<file path="config.mk">
export PLATFORM = sky130hd
export DESIGN_NAME = caesar_msg_ctrl
export DESIGN_NICKNAME = d
export VERILOG_FILES = /design/src/rtl/caesar_msg_ctrl.sv
export SDC_FILE = /design/constraint.sdc
export NUM_CORES = 1
export LEC_CHECK = 0
export CAP_MARGIN = 20
export CELL_PAD_IN_SITES_DETAIL_PLACEMENT = 2
export CELL_PAD_IN_SITES_GLOBAL_PLACEMENT = 2
export CORE_MARGIN = 4
export CORE_UTILIZATION = 30
export CTS_CLUSTER_SIZE = 40
export DETAILED_ROUTE_END_ITERATION = 12
export DONT_BUFFER_PORTS = 1
export PLACE_DENSITY = 0.71
export SYNTH_ARGS = -nofsm -noshare
export SYNTH_HDL_FRONTEND = slang
export SYNTH_SLANG_ARGS = --single-unit
</file>
<file path="constraint.sdc">
create_clock -name clk -period 5.1 [get_ports clk]
set_input_delay 0.765 -clock clk [delete_from_list [all_inputs] [get_ports clk]]
set_output_delay 0.765 -clock clk [all_outputs]
set_load 0.05 [all_outputs]
</file>
<file path="src/rtl/caesar_msg_ctrl.sv">
// Message-level sequencer for the two-key Caesar cipher core.
// Accepts one command per message, validates keys, streams characters through
// the core (one in flight per cycle) and returns results via a small FIFO.
// Optional build macro: CAESAR_CTRL_ABORT_EN adds the abort input and the
// sts_aborted status output.
module caesar_msg_ctrl #(
  parameter int unsigned LEN_W      = 8,
  parameter int unsigned OBUF_DEPTH = 3
) (
  input  logic             clk,
  input  logic             rst_n,
`ifdef CAESAR_CTRL_ABORT_EN
  input  logic             abort,
  output logic             sts_aborted,
`endif
  input  logic             cmd_valid,
  output logic             cmd_ready,
  input  logic             cmd_mode,
  input  logic             cmd_dir,
  input  logic [4:0]       cmd_key1,
  input  logic [4:0]       cmd_key2,
  input  logic [LEN_W-1:0] cmd_len,
  input  logic             in_valid,
  output logic             in_ready,
  input  logic [7:0]       in_char,
  output logic             out_valid,
  input  logic             out_ready,
  output logic [7:0]       out_char,
  output logic             out_last,
  output logic             core_ptxt_valid,
  output logic             core_mode,
  output logic             core_key_shift_dir,
  output logic [4:0]       core_key_shift_num_1,
  output logic [4:0]       core_key_shift_num_2,
  output logic [7:0]       core_ptxt_char,
  input  logic [7:0]       core_ctxt_char,
  input  logic             core_err_invalid_ptxt_char,
  output logic             done,
  output logic             sts_err_key,
  output logic [LEN_W-1:0] sts_bad_cnt,
  output logic [LEN_W-1:0] sts_char_cnt
);

  localparam int unsigned PtrW = (OBUF_DEPTH > 1) ? $clog2(OBUF_DEPTH) : 1;
  localparam int unsigned CntW = $clog2(OBUF_DEPTH + 1);

  typedef enum logic [1:0] {StIdle, StRun, StDrain, StDone} state_e;

  state_e           r_state;
  logic             r_mode;
  logic             r_dir;
  logic [4:0]       r_key1;
  logic [4:0]       r_key2;
  logic [LEN_W-1:0] r_rem;
  logic             r_inflight;
  logic             r_inflight_last;
  logic [7:0]       r_saved_char;
  logic             r_err_key;
  logic [LEN_W-1:0] r_bad_cnt;
  logic [LEN_W-1:0] r_char_cnt;
  logic [7:0]       r_buf_char [OBUF_DEPTH];
  logic             r_buf_last [OBUF_DEPTH];
  logic [PtrW-1:0]  r_wptr;
  logic [PtrW-1:0]  r_rptr;
  logic [CntW-1:0]  r_cnt;

  logic w_abort;
  logic w_room;
  logic w_issue;
  logic w_push;
  logic w_pop;
  logic w_keys_bad;
  logic [7:0] w_push_char;

`ifdef CAESAR_CTRL_ABORT_EN
  logic r_aborted;
  assign w_abort     = abort && ((r_state == StRun) || (r_state == StDrain));
  assign sts_aborted = r_aborted;
`else
  assign w_abort = 1'b0;
`endif

  // Issue only when every char already owed to the buffer still has a slot.
  assign w_room     = (32'(r_cnt) + 32'(r_inflight)) < OBUF_DEPTH;
  assign in_ready   = (r_state == StRun) && (r_rem != '0) && w_room && !w_abort;
  assign w_issue    = in_valid && in_ready;
  assign w_push     = r_inflight;
  assign w_pop      = out_valid && out_ready;
  assign w_keys_bad = (cmd_key1 > 5'd26) || (cmd_key2 > 5'd26) || (cmd_key1 == cmd_key2);
  // Non-letters come back flagged from the core; pass the original through.
  assign w_push_char = core_err_invalid_ptxt_char ? r_saved_char : core_ctxt_char;

  assign cmd_ready            = (r_state == StIdle);
  assign done                 = (r_state == StDone);
  assign out_valid            = (r_cnt != '0);
  assign out_char             = out_valid ? r_buf_char[r_rptr] : 8'h00;
  assign out_last             = out_valid && r_buf_last[r_rptr];
  assign core_ptxt_valid      = w_issue;
  assign core_ptxt_char       = w_issue ? in_char : 8'h00;
  assign core_mode            = r_mode;
  assign core_key_shift_dir   = r_dir;
  assign core_key_shift_num_1 = r_key1;
  assign core_key_shift_num_2 = r_key2;
  assign sts_err_key          = r_err_key;
  assign sts_bad_cnt          = r_bad_cnt;
  assign sts_char_cnt         = r_char_cnt;

  // Sequencer FSM, in-flight tracking, output FIFO and status counters.
  always_ff @(posedge clk) begin
    if (!rst_n) begin
      r_state         <= StIdle;
      r_mode          <= 1'b0;
      r_dir           <= 1'b0;
      r_key1          <= '0;
      r_key2          <= '0;
      r_rem           <= '0;
      r_inflight      <= 1'b0;
      r_inflight_last <= 1'b0;
      r_saved_char    <= '0;
      r_err_key       <= 1'b0;
      r_bad_cnt       <= '0;
      r_char_cnt      <= '0;
      r_wptr          <= '0;
      r_rptr          <= '0;
      r_cnt           <= '0;
      for (int i = 0; i < int'(OBUF_DEPTH); i++) begin
        r_buf_char[i] <= '0;
        r_buf_last[i] <= 1'b0;
      end
`ifdef CAESAR_CTRL_ABORT_EN
      r_aborted       <= 1'b0;
`endif
    end else begin
      r_inflight      <= w_issue;
      r_inflight_last <= w_issue && (r_rem == LEN_W'(1));
      if (w_issue) r_saved_char <= in_char;

      if (w_push) begin
        r_buf_char[r_wptr] <= w_push_char;
        r_buf_last[r_wptr] <= r_inflight_last;
        r_wptr <= (r_wptr == PtrW'(OBUF_DEPTH - 1)) ? '0 : r_wptr + PtrW'(1);
        if (core_err_invalid_ptxt_char) r_bad_cnt <= r_bad_cnt + LEN_W'(1);
      end
      if (w_pop) begin
        r_rptr     <= (r_rptr == PtrW'(OBUF_DEPTH - 1)) ? '0 : r_rptr + PtrW'(1);
        r_char_cnt <= r_char_cnt + LEN_W'(1);
      end
      if (w_push && !w_pop) begin
        r_cnt <= r_cnt + CntW'(1);
      end else if (w_pop && !w_push) begin
        r_cnt <= r_cnt - CntW'(1);
      end

      unique case (r_state)
        StIdle: begin
          if (cmd_valid) begin
            r_mode     <= cmd_mode;
            r_dir      <= cmd_dir;
            r_key1     <= cmd_key1;
            r_key2     <= cmd_key2;
            r_rem      <= cmd_len;
            r_bad_cnt  <= '0;
            r_char_cnt <= '0;
            r_err_key  <= w_keys_bad;
`ifdef CAESAR_CTRL_ABORT_EN
            r_aborted  <= 1'b0;
`endif
            if (w_keys_bad || (cmd_len == '0)) r_state <= StDone;
            else                               r_state <= StRun;
          end
        end
        StRun: begin
          if (w_issue) begin
            r_rem <= r_rem - LEN_W'(1);
            if (r_rem == LEN_W'(1)) r_state <= StDrain;
          end
        end
        StDrain: begin
          if (!r_inflight && (r_cnt == '0)) r_state <= StDone;
        end
        StDone: r_state <= StIdle;
        default: r_state <= StIdle;
      endcase

      // Abort wins over everything above: flush and finish the message.
      if (w_abort) begin
        r_cnt      <= '0;
        r_wptr     <= '0;
        r_rptr     <= '0;
        r_inflight <= 1'b0;
        r_state    <= StDone;
`ifdef CAESAR_CTRL_ABORT_EN
        r_aborted  <= 1'b1;
`endif
      end
    end
  end

endmodule

</file>
==> results_dict.tcl <==
set metrics [dict create \
    dp_slack_ns 1.67 \
    rr_startpoint "r_state[1]" \
    rows 43 \
    cp_slowest_cell "ha_1" \
    initial_core_util_pct 30.6 \
    yosysWarnings 0 \
    seq_area_frac_synth_pct 51.5 \
    antenna_cells 0 \
    synth.distinct_cells 52 \
    die_w_um 127 \
    htreeDepth 3 \
    wl_per_cell_um 19.3 \
    postCtsSetupBuffers 0 \
    r2r_cells 7 \
    p_per_area_mw_per_mm2 520 \
    area_growth_pct 10.5 \
    antenna_found_initial 0 \
    r2r_slack_ns 2.40 \
    top_level_ports 93 \
    mostFrequentLayoutCell "dfxtp_1" \
    hp-start "r_inflight_last" \
    drtPass1Iterations 4 \
    fin_skew_ns 0.00798 \
    peakVddDrop_mv 0.236 \
    relSlewSlack_pct 36.0 \
    drive_gt1_share_pct 11.1 \
    numPortBuffers 0 \
    synth_cells 417 \
    slew_violations 0 \
    insertion_delay_ns 0.35 \
    root_buffer "clkbuf_16" \
    track_usage_pct 14.5 \
    path_cells "inv_1 -> ha_1 -> nand4b_1 -> or2_2 -> inv_2 -> nand2_1 -> inv_2" \
    critPathKind "register to output port" \
    period_needed_ns 3.77 \
    synth_edf_count 33 \
    die_h_um 127 \
    grt_setup_unrepaired "no" \
    drc 0 \
    worstMarginPinSlew_ns 0.957 \
    synth-async-reset-ratio_pct 0 \
    hold_viol_final 0 \
    drtIter0Drc 110 \
    cp-start-kind "register" \
    min_delay_path_depth 0 \
    first_global_vias 3428 \
    cp_common_cell "inv_2" \
    path_buf_inv 3 \
    grt_max_degree 24 \
    postCtsResizedCells 0 \
    reg2reg_to "r_saved_char[2]" \
    post-route-period-util_pct 74.0 \
    final_antenna_net_count 0 \
    gp_congestion 0.754 \
    power.leakage_nw 1.79 \
    syn-cell-area_mm2 0.00425 \
    dieArea_mm2 0.0161 \
    cp.arrival_ns 3.01 \
    max_stage_delay_ns 0.72 \
    critPathMaxFanout 23 \
    fin_setup_tns_ns 0 \
    cts.sinks 93 \
    synth-seq-cells 93 \
    final_nets 464 \
    avgSynthCellArea_um2 10.2 \
    cts_buffer_depth 2 \
    mostFrequentLayoutCells "dfxtp_1 (60), nor2_1 (55), nand2_1 (44)" \
    dp_hpwl_um 8650 \
    grt_pass1_wl_um 18500 \
    worst_setup_path_end_kind "output port" \
    routed_via_density 5.19 \
    fmax_mhz 265 \
    hold_path_end "r_buf_last[3]" \
    layout_setup_ws_ns 1.33 \
    critPathTopFamily "simple AND/OR/NAND/NOR gates" \
    outcome "finished clean" \
    cts_made_buffers 9 \
    synth_flop_cell "dfxtp_1" \
    overflow 0 \
    cts_tree "done" \
    cts_hold_buf 0 \
    coreArea_mm2 0.0139 \
    vias 3089 \
    required_ns 4.34 \
    routed_wl_um 11500 \
    clkTransAtPathRegs_ns 0.07 \
    max_cap_viol_count 0 \
    setup_viol 0 \
    syn-num-nets 471 \
    hold_class "register to register" \
]
registers in the layout, summed over array words and instances (netlist names), 2 cells and up, named ones only:
register	cells
sts_bad_cnt	8
core_key_shift_num_2	5
r_wptr	2
sts_char_cnt	8
r_cnt	2
r_rem	8
core_key_shift_num_1	5
r_rptr	2
r_buf_last	4
r_saved_char	8
r_buf_char	32
r_state	2
power by group:
| part | total [mW] | internal, mW | switching (mW) |
|---|---|---|---|
| Combinational | 0.754 | 0.247 | 0.506 |
| Sequential | 1.02 | 0.853 | 0.168 |
| Clock | 0.671 | 0.347 | 0.324 |
| Total | 2.45 | 1.45 | 0.998 |
logic make-up (layout without fill, tap and decap cells):
group | count (synthesis) | after routing | share of synthesized area (%)
and+or+nand+nor | 152 | 152 | 16.9
DFF | 93 | 93 | 51.5
AOI/OAI and AO/OA | 69 | 69 | 11.1
buffers and inverters | 48 | 46 | 4.62
muxes | 24 | 24 | 8.36
xor gates and xnor gates | 19 | 19 | 3.91
adders and majority gates | 12 | 12 | 3.53
through the flow:
stage | cells | hold slack [ns] | utilization, % | cell area [um2] | total power [mW]
2_1_floorplan | 417 | 0.408 | - | 4250 | 1.65
3_3_place_gp | 578 | 0.447 | 31.7 | 4390 | 1.77
3_5_place_dp | 578 | 0.435 | 31.7 | 4390 | 1.80
4_1_cts | 594 | 0.453 | 33.8 | 4690 | 2.49
5_1_grt | 595 | 0.473 | 33.9 | 4700 | 2.60
6_report | 595 | 0.450 | 33.9 | 4700 | 2.45
synth_stat cells, types with 2 or more instances:
cell type | n | share of area, %
clkbuf_1 | 12 | 1.1
nand2_1 | 44 | 3.9
xor2_1 | 13 | 2.7
buf_2 | 4 | 0.47
nor4_1 | 3 | 0.44
nand4b_1 | 3 | 0.62
o31ai_1 | 3 | 0.53
nor2b_1 | 2 | 0.29
xnor2_1 | 6 | 1.2
ha_1 | 12 | 3.5
buf_1 | 2 | 0.18
and3_1 | 2 | 0.29
nand2b_1 | 3 | 0.44
inv_2 | 10 | 0.88
dfxtp_1 | 60 | 28
o22ai_1 | 3 | 0.44
edfxtp_1 | 33 | 23
o21ai_0 | 9 | 1.1
a31oi_1 | 4 | 0.59
o21ai_1 | 2 | 0.24
o32ai_1 | 2 | 0.41
nor3_1 | 5 | 0.59
mux2i_1 | 13 | 3.1
nand4_1 | 6 | 0.88
nand3_1 | 8 | 0.94
a21oi_1 | 23 | 2.7
inv_1 | 17 | 1.5
and2_1 | 10 | 1.5
nand3b_1 | 2 | 0.35
a22o_1 | 12 | 2.5
o21a_1 | 2 | 0.35
or3_1 | 4 | 0.59
or2_2 | 2 | 0.29
mux4_2 | 9 | 4.8
nor2_1 | 55 | 4.9
cell type report:
cell class | instances | area, um2
Clock inverter | 7 | 72.6
Fill cell | 1524 | 9180
Tap cell | 180 | 225
Multi-Input combinational cell | 276 | 1860
Sequential cell | 93 | 2190
Inverter | 28 | 105
Timing Repair Buffer | 2 | 15.0
Clock buffer | 9 | 225
worst reg2reg max path: stages, from the launching register on:
cell and delay, ns:
dfxtp_1 0.33, inv_1 0.12, ha_1 0.72, nand4b_1 0.31, or2_2 0.48, inv_2 0.32, nand2_1 0.15, a21oi_1 0.18
layer usage:
metal	part of all wire, %	global-route usage [%]	vias up
met2	52	25.6	53
li1	-	-	1455
met1	42	17.3	1570
met5	0	0	-
met3	4.7	3.60	11
met4	1.5	4.67	0
worst max-delay path by stage:
stage / startpoint / to / slack [ns] / cells after the start
after CTS: r_state[1] / core_ptxt_char[4] / 1.29 / 7
final: r_state[1] / core_ptxt_char[6] / 1.33 / 7
after detailed placement: r_state[1] / core_ptxt_char[4] / 1.67 / 7
after floorplan: r_cnt[0] / core_ptxt_char[0] / 2.40 / 8
after global routing: r_state[1] / core_ptxt_char[4] / 1.03 / 7
after global placement: r_state[1] / core_ptxt_char[6] / 1.80 / 7
Note: power is estimated with default switching activity, not from simulation.
